## src/rtl/alu_nibble_sequencer.sv

```systemverilog
// Nibble-serial controller for a 4-bit pipelined ALU. It slices WIDTH-bit ADD/SUB/AND/XOR
// commands into nibble issues and reassembles the returned nibbles into one result.
module alu_nibble_sequencer #(
    parameter int WIDTH   = 16,
    parameter int ALU_LAT = 8
) (
    input  logic             clk,
    input  logic             rst,
    input  logic             cmd_valid,
    output logic             cmd_ready,
    input  logic [1:0]       cmd_op,
    input  logic [WIDTH-1:0] cmd_a,
    input  logic [WIDTH-1:0] cmd_b,
    input  logic             cmd_cin,
    output logic             res_valid,
    input  logic             res_ready,
    output logic [WIDTH-1:0] res_data,
    output logic             res_cout,
    output logic             res_ovf,
    output logic [3:0]       alu_x,
    output logic [3:0]       alu_y,
    output logic             alu_carry_in,
    output logic             alu_end_bar,
    output logic             alu_cmpl_x,
    output logic             alu_cmpl_y,
    output logic             alu_op_xor,
    output logic             alu_op_and,
    output logic             alu_op_arith,
    input  logic [3:0]       alu_z,
    input  logic             alu_carry_out
);

    localparam int NN = WIDTH / 4;
    localparam int IW = (NN > 1) ? $clog2(NN) : 1;
    localparam logic [IW-1:0] LAST_NIB = IW'(NN - 1);

    typedef enum logic [1:0] {
        OP_ADD = 2'b00,
        OP_SUB = 2'b01,
        OP_AND = 2'b10,
        OP_XOR = 2'b11
    } op_t;

    typedef enum logic [2:0] {
        IDLE,
        LOGIC_ISSUE,
        DRAIN,
        ARITH_ISSUE,
        ARITH_WAIT,
        DONE
    } state_t;

    typedef struct packed {
        logic [3:0] x;
        logic [3:0] y;
        logic       carry_in;
        logic       end_bar;
        logic       cmpl_x;
        logic       cmpl_y;
        logic       op_xor;
        logic       op_and;
        logic       op_arith;
    } alu_drive_t;

    state_t           state;
    op_t              op_q;
    logic [WIDTH-1:0] a_q;
    logic [WIDTH-1:0] b_q;
    logic             cin_q;
    logic [IW-1:0]    nib_q;
    logic [IW-1:0]    nib_next;
    logic [IW-1:0]    issue_idx_q;
    alu_drive_t       drv_q;
    logic             issue_now;
    logic             b_eff_msb;

    logic [ALU_LAT-1:0] trk_vld;
    logic [IW-1:0]      trk_idx [ALU_LAT];
    logic               ret_vld;
    logic [IW-1:0]      ret_idx;

    function automatic alu_drive_t encode(op_t op, logic [3:0] x, logic [3:0] y,
                                          logic carry_in);
        alu_drive_t d;
        d   = '0;
        d.x = x;
        d.y = y;
        case (op)
            OP_ADD, OP_SUB: begin
                d.op_arith = 1'b1;
                d.end_bar  = 1'b1;
                d.cmpl_y   = (op == OP_SUB);
                d.carry_in = carry_in;
            end
            OP_AND:  d.op_and = 1'b1;
            default: d.op_xor = 1'b1;
        endcase
        return d;
    endfunction

    function automatic logic [3:0] nibble(logic [WIDTH-1:0] v, logic [IW-1:0] k);
        logic [3:0] n;
        n = '0;
        for (int i = 0; i < NN; i++)
            if (k == IW'(i)) n = v[4*i +: 4];
        return n;
    endfunction

    function automatic logic [WIDTH-1:0] place(logic [WIDTH-1:0] v, logic [IW-1:0] k,
                                               logic [3:0] z);
        logic [WIDTH-1:0] r;
        r = v;
        for (int i = 0; i < NN; i++)
            if (k == IW'(i)) r[4*i +: 4] = z;
        return r;
    endfunction

    assign nib_next  = nib_q + 1'b1;
    assign issue_now = drv_q.op_arith | drv_q.op_and | drv_q.op_xor;
    assign b_eff_msb = (op_q == OP_SUB) ? ~b_q[WIDTH-1] : b_q[WIDTH-1];
    assign ret_vld   = trk_vld[ALU_LAT-1];
    assign ret_idx   = trk_idx[ALU_LAT-1];

    assign alu_x        = drv_q.x;
    assign alu_y        = drv_q.y;
    assign alu_carry_in = drv_q.carry_in;
    assign alu_end_bar  = drv_q.end_bar;
    assign alu_cmpl_x   = drv_q.cmpl_x;
    assign alu_cmpl_y   = drv_q.cmpl_y;
    assign alu_op_xor   = drv_q.op_xor;
    assign alu_op_and   = drv_q.op_and;
    assign alu_op_arith = drv_q.op_arith;

    // The tracker is fed from the registered drive, so its output lines up with the ALU result.
    always_ff @(posedge clk) begin
        if (rst) begin
            trk_vld <= '0;
        end else begin
            trk_vld[0] <= issue_now;
            for (int i = 1; i < ALU_LAT; i++) trk_vld[i] <= trk_vld[i-1];
        end
        // NOTE: index entries carry no reset; they are only read when the matching valid bit is set.
        trk_idx[0] <= issue_idx_q;
        for (int i = 1; i < ALU_LAT; i++) trk_idx[i] <= trk_idx[i-1];
    end

    always_ff @(posedge clk) begin
        if (rst) begin
            state       <= IDLE;
            cmd_ready   <= 1'b0;
            res_valid   <= 1'b0;
            res_data    <= '0;
            res_cout    <= 1'b0;
            res_ovf     <= 1'b0;
            drv_q       <= '0;
            op_q        <= OP_ADD;
            a_q         <= '0;
            b_q         <= '0;
            cin_q       <= 1'b0;
            nib_q       <= '0;
            issue_idx_q <= '0;
        end else begin
            // NOTE: the ALU drive falls back to all-zero every cycle; only issue branches override it.
            drv_q <= '0;
            case (state)
                IDLE: begin
                    cmd_ready <= 1'b1;
                    if (cmd_valid && cmd_ready) begin
                        op_q      <= op_t'(cmd_op);
                        a_q       <= cmd_a;
                        b_q       <= cmd_b;
                        cin_q     <= cmd_cin;
                        res_data  <= '0;
                        res_cout  <= 1'b0;
                        res_ovf   <= 1'b0;
                        nib_q     <= '0;
                        cmd_ready <= 1'b0;
                        state     <= cmd_op[1] ? LOGIC_ISSUE : ARITH_ISSUE;
                    end
                end

                LOGIC_ISSUE: begin
                    drv_q       <= encode(op_q, nibble(a_q, nib_q), nibble(b_q, nib_q), 1'b0);
                    issue_idx_q <= nib_q;
                    if (nib_q == LAST_NIB) state <= DRAIN;
                    else                   nib_q <= nib_next;
                end

                DRAIN: begin
                    if (ret_vld) begin
                        res_data <= place(res_data, ret_idx, alu_z);
                        if (ret_idx == LAST_NIB) begin
                            res_valid <= 1'b1;
                            state     <= DONE;
                        end
                    end
                end

                ARITH_ISSUE: begin
                    drv_q       <= encode(op_q, nibble(a_q, nib_q), nibble(b_q, nib_q),
                                          (op_q == OP_SUB) ? 1'b1 : cin_q);
                    issue_idx_q <= nib_q;
                    state       <= ARITH_WAIT;
                end

                ARITH_WAIT: begin
                    if (ret_vld) begin
                        res_data <= place(res_data, ret_idx, alu_z);
                        if (ret_idx == LAST_NIB) begin
                            res_cout  <= alu_carry_out;
                            res_ovf   <= (a_q[WIDTH-1] == b_eff_msb) && (alu_z[3] != a_q[WIDTH-1]);
                            res_valid <= 1'b1;
                            state     <= DONE;
                        end else begin
                            // Next nibble launches on the edge its carry returns: ALU_LAT+1 clocks per trip.
                            drv_q       <= encode(op_q, nibble(a_q, nib_next), nibble(b_q, nib_next),
                                                  alu_carry_out);
                            issue_idx_q <= nib_next;
                            nib_q       <= nib_next;
                        end
                    end
                end

                DONE: begin
                    if (res_ready) begin
                        res_valid <= 1'b0;
                        cmd_ready <= 1'b1;
                        state     <= IDLE;
                    end
                end

                default: state <= IDLE;
            endcase
        end
    end

endmodule

```

## config.mk

```make
export PLATFORM = sky130hd
export DESIGN_NAME = alu_nibble_sequencer
export DESIGN_NICKNAME = d
export VERILOG_FILES = /design/src/rtl/alu_nibble_sequencer.sv
export SDC_FILE = /design/constraint.sdc
export NUM_CORES = 1
export LEC_CHECK = 0
export BUFFER_PORTS_ARGS = -buffer_cell sky130_fd_sc_hd__buf_2
export CAP_MARGIN = 20
export CORE_MARGIN = 3
export CORE_UTILIZATION = 50
export CTS_CLUSTER_DIAMETER = 100
export CTS_CLUSTER_SIZE = 28
export DETAILED_ROUTE_END_ITERATION = 6
export PLACE_DENSITY = 0.76
export SLEW_MARGIN = 10
export SYNTH_ARGS = -nofsm -noshare
export SYNTH_HDL_FRONTEND = slang
export SYNTH_SLANG_ARGS = --single-unit
```

## constraint.sdc

```tcl
create_clock -name clk -period 1.5 [get_ports clk]
set_input_delay 0 -clock clk [delete_from_list [all_inputs] [get_ports clk]]
set_output_delay 0 -clock clk [all_outputs]
set_load 0.05 [all_outputs]
```

==> flow_summary_export.csv, run 1 <==
group,metric,value,unit
cells_and_area,final_common_cell,"nand2_1",
routing,dr.pass1.iters,5,
cells_and_area,fin_nets,696,
cells_and_area,syn_to_final_growth,35.2,%
routing,via_per_inst,5.35,
power_and_ir_drop,p_switching,2060,µW
worst_setup_path,startpoint_type,"register",
die,dieArea,0.00967,mm²
worst_setup_path,cp-end-kind,"register",
worst_setup_path,required,1.75,ns
die,coreArea,0.00826,mm²
timing,post-route-period-util,103,%
clock_tree,htreeDepth,3,
die,die_y,98.3,µm
die,initial_core_util,51.6,%
grt,grt_overflow_total,0,
power_and_ir_drop,combPwrFrac,25.6,%
timing,setup-tns-final,-0.375,ns
worst_hold_path,min_path_type,"input pin to register",
synthesis,synth-seq-cells,99,
clock_tree,clock_path_buffers,2,
timing,grt_setup_unrepaired,"true",
clock_tree,cts_root_buffer,"clkbuf_8",
timing,finalCriticalPeriod,1.55,ns
worst_setup_path,crit_type,"register to register",
run_status,failed_checks,"setup timing",
grt,grt_usage,23.3,%
power_and_ir_drop,p_sw_share,31.1,%
run_status,status,"complete, but fails checks",
cells_and_area,fin_util,69.8,%
power_and_ir_drop,ir_drop,798,µV
worst_setup_path,cp_max_fo,6,
cells_and_area,final_cell_mix,"125 x nand2_1, 90 x dfxtp_1, 77 x buf_2, 53 x a21oi_1, 42 x buf_4",
power_and_ir_drop,internal_power,4570,µW
placement,dp_slack,-0.113,ns
power_and_ir_drop,pwr-share-clk,28.1,%
power_and_ir_drop,p_leak,0.00236,µW
power_and_ir_drop,powerDensity,1150,mW/mm²
worst_setup_path,critical_path.top_delay_family,"compound AO/OA/AOI/OAI gates",
grt,grt_pass1_vias,3950,
grt,antenna_found_initial,0,
routing,wirelength,11300,µm
worst_setup_path,crit_chain,"or2b_1 > a221oi_4 > o21ai_4 > mux2i_1",
synthesis,syn_inst,504,
die,pin_count,79,
timing,finalSetupViolCount,12,
placement,finalWeightedCongestion,0.917,
cells_and_area,fill_cells,649,
timing,timing.fmax,645,MHz
power_and_ir_drop,power_frac_seq,46.4,%
flow_run,maxCapViolCount,0,
timing,skew,0.0168,ns
die,die_w,98.3,µm
cells_and_area,drive_above_1_share,26.6,%
synthesis,synth-edff-count,0,
worst_setup_path,ff2ff_setup_slack,-0.05,ns
synthesis,ys.flop_type,"dfxtp_1",
timing,slew_violations,0,
synthesis,synth_cell_types,52,
routing,vias,4041,
placement,numPortBuffers,77,
synthesis,yosysWarnings,0,
worst_setup_path,cp_slowest_cell,"a221oi_4",
cells_and_area,layout.cells.non_filler,755,
placement,dp_hpwl,7580,µm
grt,grt_max_degree,36,
synthesis,yosysSeqAreaShare,46.5,%
clock_tree,clk_pin_slew,0.10,ns
placement,dp_cells,696,
clock_tree,numCtsBuffers,9,
routing,drc,0,
clock_tree,cts_tree,"built",
synthesis,syn-num-nets,554,
worst_setup_path,critPathArrivalTime,1.80,ns
routing,antenna_left,0,
grt,grt_first_pass_wirelength,18300,µm
synthesis,async_reset_ff_share,0,%
worst_setup_path,cpPeakStageDelay,0.45,ns
synthesis,avgSynthCellArea,8.46,µm²
die,num_rows,33,
timing,timing.final.ws_setup,-0.0497,ns
routing,wl_per_cell,15.0,µm
timing,report.final.hold_viol_count,0,
routing,drt_iter0_drc,261,
clock_tree,clock_latency,0.37,ns
synthesis,synth_area,0.00426,mm²
worst_setup_path,cp.buffers_inverters,0,
clock_tree,clkSinkCount,99,
cells_and_area,diodes,0,
==> timing repair <==
item / 4_1_cts / 5_1_grt
hold endpoints to repair: 54 / 0
hold buffers: 41 / 0
buffers inserted: 0 / 3
pin swaps: 0 / 11
gates resized for setup: 9 / 42
setup endpoints to repair: 65 / 64
==> per-layer routing <==
metal  global-route usage (%)  vias to the layer above  part of all wire, %
li1                         -                     1993                    -
met1                     29.0                     1899                   42
met2                     40.2                      132                   51
met3                     4.93                       17                  5.1
met4                     7.14                        0                  1.4
met5                        0                        -                    0
==> metrics by stage <==
| step | area, µm² | total power [µW] | hold slack, ns |
|---|---|---|---|
| after global routing | 5760 | 6950 | 0.0429 |
| after detailed placement | 4960 | 4580 | 0.245 |
| after CTS | 5600 | 6520 | 0.0262 |
| after floorplan | 4260 | 4060 | 0.136 |
| final | 5760 | 6630 | 0.0315 |
| after global placement | 4960 | 4530 | 0.241 |
==> worst min-delay path: stages <==
cell     delay [ns]
buf_2          0.11
a21oi_1        0.08
a41oi_2        0.14
nor2_1         0.05
==> final timing paths <==
| check | startpoint | end | cells past startpoint |
|---|---|---|---|
| max | trk_vld[7] | res_data[1] | 4 |
| min | res_ready | state[2] | 4 |
| max reg2reg | trk_vld[7] | res_data[1] | 4 |
| min reg2reg | trk_idx[0][4] | trk_idx[0][6] | 0 |
==> state kept, by name, indices dropped and copies added (netlist names), 2 cells and up <==
signal and cells:
a_q 16, b_q 16, res_data 16, trk_idx 16, trk_vld 8, alu_x 4, alu_y 4, state 3
issue_idx_q 2, nib_q 2, op_q 2
==> power by group through the flow <==
stage,clock [µW],combinational (µW),sequential [µW]
2_1_floorplan,0,912,3140
3_3_place_gp,0,1420,3110
3_5_place_dp,0,1450,3130
4_1_cts,1910,1540,3070
5_1_grt,1990,1850,3100
6_report,1860,1690,3070
==> kinds of logic (layout without fill, tap and decap cells) <==
| family | Yosys count | after routing | synth area share (%) |
|---|---|---|---|
| compound gates | 112 | 112 | 16.5 |
| xor+xnor | 2 | 2 | 0.411 |
| fa+ha+maj | 6 | 6 | 1.76 |
| buf+inv | 37 | 183 | 4.49 |
| flops | 99 | 99 | 46.5 |
| mux | 18 | 18 | 4.23 |
| other cells | 1 | 1 | 0.0880 |
| simple gates | 229 | 229 | 26.0 |
==> cell usage after synthesis (5+ instances only) <==
| library cell | number | share of area (%) |
|---|---|---|
| nand2_1 | 125 | 11 |
| dfxtp_1 | 99 | 47 |
| a21oi_1 | 54 | 6.3 |
| nor2b_1 | 30 | 4.4 |
| nand3_1 | 20 | 2.3 |
| mux2i_1 | 18 | 4.2 |
| nand2b_1 | 18 | 2.6 |
| o21ai_0 | 18 | 2.1 |
| o211ai_1 | 17 | 3.0 |
| clkbuf_1 | 16 | 1.4 |
| nor2_1 | 14 | 1.2 |
| buf_4 | 9 | 1.6 |
| ha_1 | 6 | 1.8 |
| inv_1 | 5 | 0.44 |
==> cell type report <==
| class | instances | area [µm²] | share of cell area [%] |
|---|---|---|---|
| clock buffer | 10 | 128 | 2.22 |
| clock inverter | 5 | 86.3 | 1.50 |
| inverter | 5 | 21.3 | 0.369 |
| multi-input combinational | 368 | 2220 | 38.5 |
| sequential | 99 | 2010 | 34.8 |
| tap | 105 | 131 | 2.28 |
| timing repair buffer | 163 | 1170 | 20.3 |
(Power assumes the default switching activity.)
==> inputs of run 2 (changes only) <==
--- a/config.mk
+++ b/config.mk
@@ -5,15 +5,15 @@
 export SDC_FILE = /design/constraint.sdc
 export NUM_CORES = 1
 export LEC_CHECK = 0
+export ABC_AREA = 1
 export BUFFER_PORTS_ARGS = -buffer_cell sky130_fd_sc_hd__buf_2
-export CAP_MARGIN = 20
 export CORE_MARGIN = 3
 export CORE_UTILIZATION = 50
 export CTS_CLUSTER_DIAMETER = 100
 export CTS_CLUSTER_SIZE = 28
 export DETAILED_ROUTE_END_ITERATION = 6
 export PLACE_DENSITY = 0.76
-export SLEW_MARGIN = 10
+export SLEW_MARGIN = 20
 export SYNTH_ARGS = -nofsm -noshare
 export SYNTH_HDL_FRONTEND = slang
 export SYNTH_SLANG_ARGS = --single-unit
==> run 2 against run 1 <==
Compared with the run above: the run now ends clean; area after synthesis shrank 2.5%; via count grew 2.9%; global-route usage shrank 0.11 points; critical path type unchanged; critical endpoint is now nib_q[0]; largest cell class is now registers; largest power group is now combinational logic.
==> flow_summary_export.csv, run 2 <==
group,metric,value,unit
clock_tree,numCtsBuffers,9,
synthesis,avgSynthCellArea,7.11,µm²
worst_hold_path,whs_endpoint,"res_data[14]",
power_and_ir_drop,total_power,8850,µW
worst_hold_path,hp-start,"alu_z[2]",
clock_tree,clock_path_buffers,2,
worst_setup_path,regToRegStartpoint,"state[1]",
synthesis,synth_area,0.00416,mm²
synthesis,syn_inst,585,
synthesis,synth_area_leader_cell,"dfxtp_1",
worst_setup_path,cp_max_fo,6,
worst_setup_path,critPathArrivalTime,1.73,ns
die,coreArea,0.00789,mm²
worst_setup_path,cp-end-kind,"register",
grt,grt_first_pass_wirelength,18000,µm
die,die_w,97.2,µm
placement,finalWeightedCongestion,0.956,
synthesis,synth_cell_types,25,
synthesis,yosysMostFrequentCell,"nand2_1",
worst_setup_path,startpoint_type,"register",
die,initial_core_util,52.7,%
flow_run,maxCapViolCount,0,
clock_tree,clk_pin_slew,0.09,ns
synthesis,synth-seq-cells,99,
cells_and_area,diodes,0,
routing,drt-met1-wl,5040,µm
routing,wl_per_cell,13.9,µm
die,die_y,97.2,µm
routing,wirelength,11300,µm
die,pin_count,79,
grt,grt_pass1_vias,3878,
cells_and_area,final_area,0.00541,mm²
timing,report.final.hold_viol_count,0,
synthesis,syn-num-nets,635,
power_and_ir_drop,ir_drop,783,µV
worst_setup_path,crit_top_cell,"nand2_1",
worst_setup_path,reg2reg_to,"nib_q[0]",
timing,timing.fmax,680,MHz
worst_setup_path,cpPeakStageDelay,0.36,ns
timing,slew_violations,0,
grt,grt_max_degree,38,
grt,grt_usage,23.1,%
cells_and_area,fin_nets,756,
cells_and_area,layout.cells.non_filler,813,
worst_setup_path,cp.buffers_inverters,2,
cells_and_area,final_cell_mix,"128 x nand2_1, 95 x dfxtp_1, 80 x a21oi_1, 77 x buf_2, 66 x inv_1",
routing,drc,0,
clock_tree,htreeDepth,3,
worst_setup_path,critical_path.top_delay_family,"simple AND/OR/NAND/NOR gates",
die,dieArea,0.00944,mm²
synthesis,async_reset_ff_share,0,%
worst_setup_path,required,1.76,ns
worst_setup_path,reg2regPathDepth,9,
routing,met3_length,729,µm
worst_setup_path,crit_chain,"buf_4 > inv_1 > nand2_1 > o21bai_1 > nand2_1 > nor2_4 > nand2_1 > nand2_1 > nor2_1",
clock_tree,cts_root_buffer,"clkbuf_8",
placement,dp_hpwl,7450,µm
worst_hold_path,min_path_type,"input pin to register",
grt,antenna_found_initial,0,
clock_tree,clkSinkCount,99,
timing,finalSetupViolCount,0,
routing,vias,4159,
placement,place_area,0.00477,mm²
cells_and_area,fill_cells,673,
routing,antenna_left,0,
timing,finalCriticalPeriod,1.47,ns
synthesis,yosys-top-cells-count,"130 x nand2_1, 99 x dfxtp_1, 84 x a21oi_1, 71 x inv_1, 62 x nor2_1",
routing,via_per_inst,5.12,
cells_and_area,final_common_cell,"nand2_1",
synthesis,synth_top_area_share,47.7,%
power_and_ir_drop,p_leak,0.00249,µW
run_status,status,"complete, no violations",
synthesis,synth-edff-count,0,
timing,grt_setup_unrepaired,"true",
synthesis,ys_top_cells_by_area,"dfxtp_1 48%, nand2_1 12%, a21oi_1 10%, o21ai_0 6.9%, inv_1 6.4%",
cells_and_area,syn_to_final_growth,30.1,%
die,num_rows,32,
synthesis,ys.flop_type,"dfxtp_1",
clock_tree,clock_latency,0.37,ns
power_and_ir_drop,powerDensity,1640,mW/mm²
synthesis,yosysSeqAreaShare,47.7,%
timing,skew,0.0140,ns
routing,route.met2.wl,5380,µm
clock_tree,cts_tree,"built",
routing,dr.max_layer_used,"met4",
placement,dp_cells,761,
placement,numPortBuffers,77,
cells_and_area,drive_above_1_share,21.8,%
worst_setup_path,path_depth,9,
routing,dr.pass1.iters,5,
clock_tree,cts_setup_buffers,0,
worst_setup_path,ff2ff_setup_slack,0.03,ns
routing,drt_iter0_drc,209,
worst_setup_path,crit_type,"register to register",
timing,whs,0.0239,ns
grt,grt_overflow_total,0,
worst_hold_path,min_path_cells,5,
worst_setup_path,cp_slowest_cell,"dfxtp_1",
timing,post-route-period-util,98.0,%
synthesis,yosysWarnings,0,
-- run 2: worst max path at each step --
| stage | from | end | slack, ns |
|---|---|---|---|
| 6_report | state[1] | nib_q[0] | 0.03 |
| 2_1_floorplan | cmd_ready | res_data[0] | 0.0003 |
| 4_1_cts | nib_q[1] | alu_y[0] | 0.02 |
| 3_3_place_gp | nib_q[0] | alu_y[0] | 0.02 |
| 5_1_grt | state[1] | res_data[5] | -0.03 |
| 3_5_place_dp | nib_q[0] | alu_y[0] | -0.05 |
-- run 2: power breakdown --
part	internal, µW	switching (µW)
registers	3100	264
clock network	660	948
logic	1270	2600
-- run 2: area by class of cell --
class / count / area (µm²) / area share [%]
Multi-Input combinational cell: 384 / 1850 / 34.2
Inverter: 74 / 280 / 5.18
Sequential cell: 99 / 1990 / 36.8
Tap cell: 102 / 128 / 2.36
Clock inverter: 6 / 46.3 / 0.856
Timing Repair Buffer: 138 / 978 / 18.1
Clock buffer: 10 / 138 / 2.55
-- run 2: cell families after synthesis --
family	after synthesis	share of synthesized area, %
simple gates	232	23.2
compound gates	145	17.6
fa+ha+maj	6	1.81
other cells	1	0.0902
buf+inv	102	9.60
flops	99	47.7
-- run 2: layer usage --
metal  vias to the layer above  global-route usage [%]
met5                         -                       0
li1                       2092                       -
met4                         0                    8.32
met1                      1897                    29.2
met2                       152                    38.7
met3                        18                    5.24
-- run 2: worst reg2reg max path: stages, from the launching register on --
cell      delay [ns]
dfxtp_1         0.36
buf_4           0.18
inv_1           0.10
nand2_1         0.13
o21bai_1        0.18
nand2_1         0.11
nor2_4          0.13
nand2_1         0.08
nand2_1         0.07
nor2_1          0.04
-- run 2: what timing repair did --
item | CTS | global route
setup endpoints to repair | 4 | 49
hold buffers | 36 | 0
gates resized for setup | 2 | 37
pin swaps | 0 | 4
hold endpoints to repair | 38 | 0
-- run 2: per-stage QoR --
| stage | utilization (%) | setup WS (ns) | setup TNS (ns) |
|---|---|---|---|
| final | 68.6 | 0.0302 | 0 |
| after global routing | 68.6 | -0.0286 | -0.178 |
| after global placement | 60.5 | 0.0194 | 0 |
| after floorplan | - | 0.000264 | 0 |
| after detailed placement | 60.5 | -0.0468 | -0.0533 |
| after CTS | 67.4 | 0.0180 | 0 |
==> inputs of run 3 (changes only) <==
--- a/config.mk
+++ b/config.mk
@@ -6,7 +6,7 @@
 export NUM_CORES = 1
 export LEC_CHECK = 0
 export ABC_AREA = 1
-export BUFFER_PORTS_ARGS = -buffer_cell sky130_fd_sc_hd__buf_2
+export BUFFER_PORTS_ARGS = -buffer_cell sky130_fd_sc_hd__buf_4
 export CORE_MARGIN = 3
 export CORE_UTILIZATION = 50
 export CTS_CLUSTER_DIAMETER = 100
==> run 3 against run 2 <==
Compared with the run above: clock power up 6%; wire length is 0.11% lower; sequential share of layout area decreased by 1.7 points; largest cell class unchanged.
==> flow_summary_export.csv, run 3 (synthesis gave the netlist of run 2 again) <==
group,metric,value,unit
run_status,status,"complete, no violations",
timing,setup-tns-final,0,ns
placement,numPortBuffers,77,
die,num_rows,32,
clock_tree,cts_root_buffer,"clkbuf_8",
cells_and_area,final_common_cell,"nand2_1",
grt,antenna_found_initial,0,
power_and_ir_drop,pwr-share-clk,18.7,%
power_and_ir_drop,internal_power,5390,µW
power_and_ir_drop,p_leak,0.00253,µW
power_and_ir_drop,powerDensity,1610,mW/mm²
worst_setup_path,crit_chain,"nor2_4 > nand3_2 > buf_4 > o21ai_0 > a21oi_1",
die,coreArea,0.00789,mm²
worst_setup_path,ff2ff_setup_slack,0.07,ns
worst_setup_path,cp_slowest_cell,"dfxtp_2",
worst_setup_path,cp_max_fo,30,
clock_tree,numCtsBuffers,9,
clock_tree,clkSinkCount,99,
worst_setup_path,regToRegStartpoint,"state[0]",
placement,finalWeightedCongestion,0.888,
cells_and_area,layout.cells.non_filler,814,
power_and_ir_drop,p_sw_share,41.1,%
worst_setup_path,critical_path.top_delay_family,"simple AND/OR/NAND/NOR gates",
worst_setup_path,critPathArrivalTime,1.67,ns
routing,antenna_left,0,
worst_setup_path,cpPeakStageDelay,0.36,ns
timing,report.final.hold_viol_count,0,
routing,drt_iter0_drc,271,
worst_hold_path,hp-start,"alu_carry_out",
timing,whs,0.0386,ns
timing,finalSetupViolCount,0,
worst_setup_path,required,1.74,ns
clock_tree,clk_pin_slew,0.09,ns
cells_and_area,syn_to_final_growth,36.4,%
die,pin_count,79,
placement,place_area,0.00493,mm²
power_and_ir_drop,combPwrFrac,44.3,%
die,die_y,97.2,µm
routing,wl_per_cell,13.9,µm
power_and_ir_drop,p_switching,3760,µW
routing,drc,0,
timing,timing.fmax,700,MHz
worst_setup_path,startpoint_type,"register",
clock_tree,htreeDepth,3,
worst_hold_path,min_path_type,"input pin to register",
cells_and_area,drive_above_1_share,21.6,%
cells_and_area,diodes,0,
clock_tree,clock_latency,0.36,ns
cells_and_area,fin_util,71.9,%
cells_and_area,final_area,0.00567,mm²
worst_setup_path,cp.buffers_inverters,1,
grt,grt_usage,23.7,%
routing,wirelength,11300,µm
die,dieArea,0.00944,mm²
power_and_ir_drop,power_frac_seq,37.1,%
worst_setup_path,cp-end-kind,"register",
worst_hold_path,min_path_cells,5,
timing,skew,0.0133,ns
timing,post-route-period-util,95.2,%
timing,slew_violations,0,
routing,vias,4178,
clock_tree,clock_path_buffers,2,
die,die_w,97.2,µm
grt,grt_max_degree,48,
worst_setup_path,reg2regPathDepth,5,
cells_and_area,final_cell_mix,"128 x nand2_1, 97 x buf_4, 95 x dfxtp_1, 84 x a21oi_1, 65 x inv_1",
routing,via_per_inst,5.13,
die,initial_core_util,52.7,%
power_and_ir_drop,ir_drop,855,µV
clock_tree,cts_tree,"built",
grt,grt_overflow_total,0,
placement,dp_hpwl,7400,µm
timing,finalCriticalPeriod,1.43,ns
placement,dp_cells,759,
grt,grt_first_pass_wirelength,18500,µm
worst_setup_path,reg2reg_to,"a_q[13]",
worst_hold_path,whs_endpoint,"res_cout",
routing,dr.pass1.iters,5,
grt,grt_pass1_vias,4030,
flow_run,maxCapViolCount,0,
worst_setup_path,crit_type,"register to register",
cells_and_area,fin_nets,758,
==> run 3: layout make-up <==
cell class | instances | area, µm²
Fill cell | 610 | 2220
Sequential cell | 99 | 1990
Multi-Input combinational cell | 384 | 1880
Timing Repair Buffer | 138 | 1170
Inverter | 74 | 292
Clock buffer | 13 | 159
Tap cell | 102 | 128
Clock inverter | 2 | 35.0
Timing Repair inverter | 2 | 15.0
==> run 3: repair_timing <==
action	in CTS	in global routing
hold buffers	36	0
gates resized for setup	4	49
setup buffers	0	2
hold endpoints to repair	37	0
setup endpoints to repair	9	64
pin swaps	0	2
cloned	0	2
==> run 3: worst max path at each step <==
stage / startpoint / cells past startpoint / endpoint / slack [ns]
after floorplan: cmd_ready / 7 / res_data[0] / 0.0003
after global placement: nib_q[0] / 9 / alu_x[1] / 0.02
after detailed placement: nib_q[0] / 9 / alu_x[1] / -0.08
after CTS: state[0] / 6 / alu_x[1] / 0.0009
after global routing: state[0] / 6 / alu_y[2] / -0.008
final: state[0] / 5 / a_q[13] / 0.07
==> run 3: per-stage QoR <==
| stage | power [µW] | setup WS (ns) |
|---|---|---|
| 2_1_floorplan | 5870 | 0.000264 |
| 3_3_place_gp | 6850 | 0.0216 |
| 3_5_place_dp | 6940 | -0.0772 |
| 4_1_cts | 8730 | 0.000852 |
| 5_1_grt | 9730 | -0.00794 |
| 6_report | 9150 | 0.0718 |
==> run 3: power groups by stage <==
stage / clock network [µW] / logic (µW) / registers (µW)
after floorplan: 0 / 1970 / 3900
after global placement: 0 / 3450 / 3400
after detailed placement: 0 / 3530 / 3420
after CTS: 1720 / 3650 / 3360
after global routing: 1830 / 4460 / 3450
final: 1710 / 4050 / 3390
==> run 3: per-layer routing <==
layer | up-vias | global-route usage, % | routed length (µm)
met3 | 23 | 6.68 | 905
met1 | 1888 | 29.0 | 4770
met2 | 172 | 40.2 | 5380
met4 | 0 | 7.88 | 256
li1 | 2095 | - | -
met5 | - | 0 | 0
==> run 3: tightest hold or removal path, delay by kind of cell <==
| kind | cells | cell delay, ns |
|---|---|---|
| buf+inv | 2 | 0.15 |
| simple gates | 3 | 0.21 |
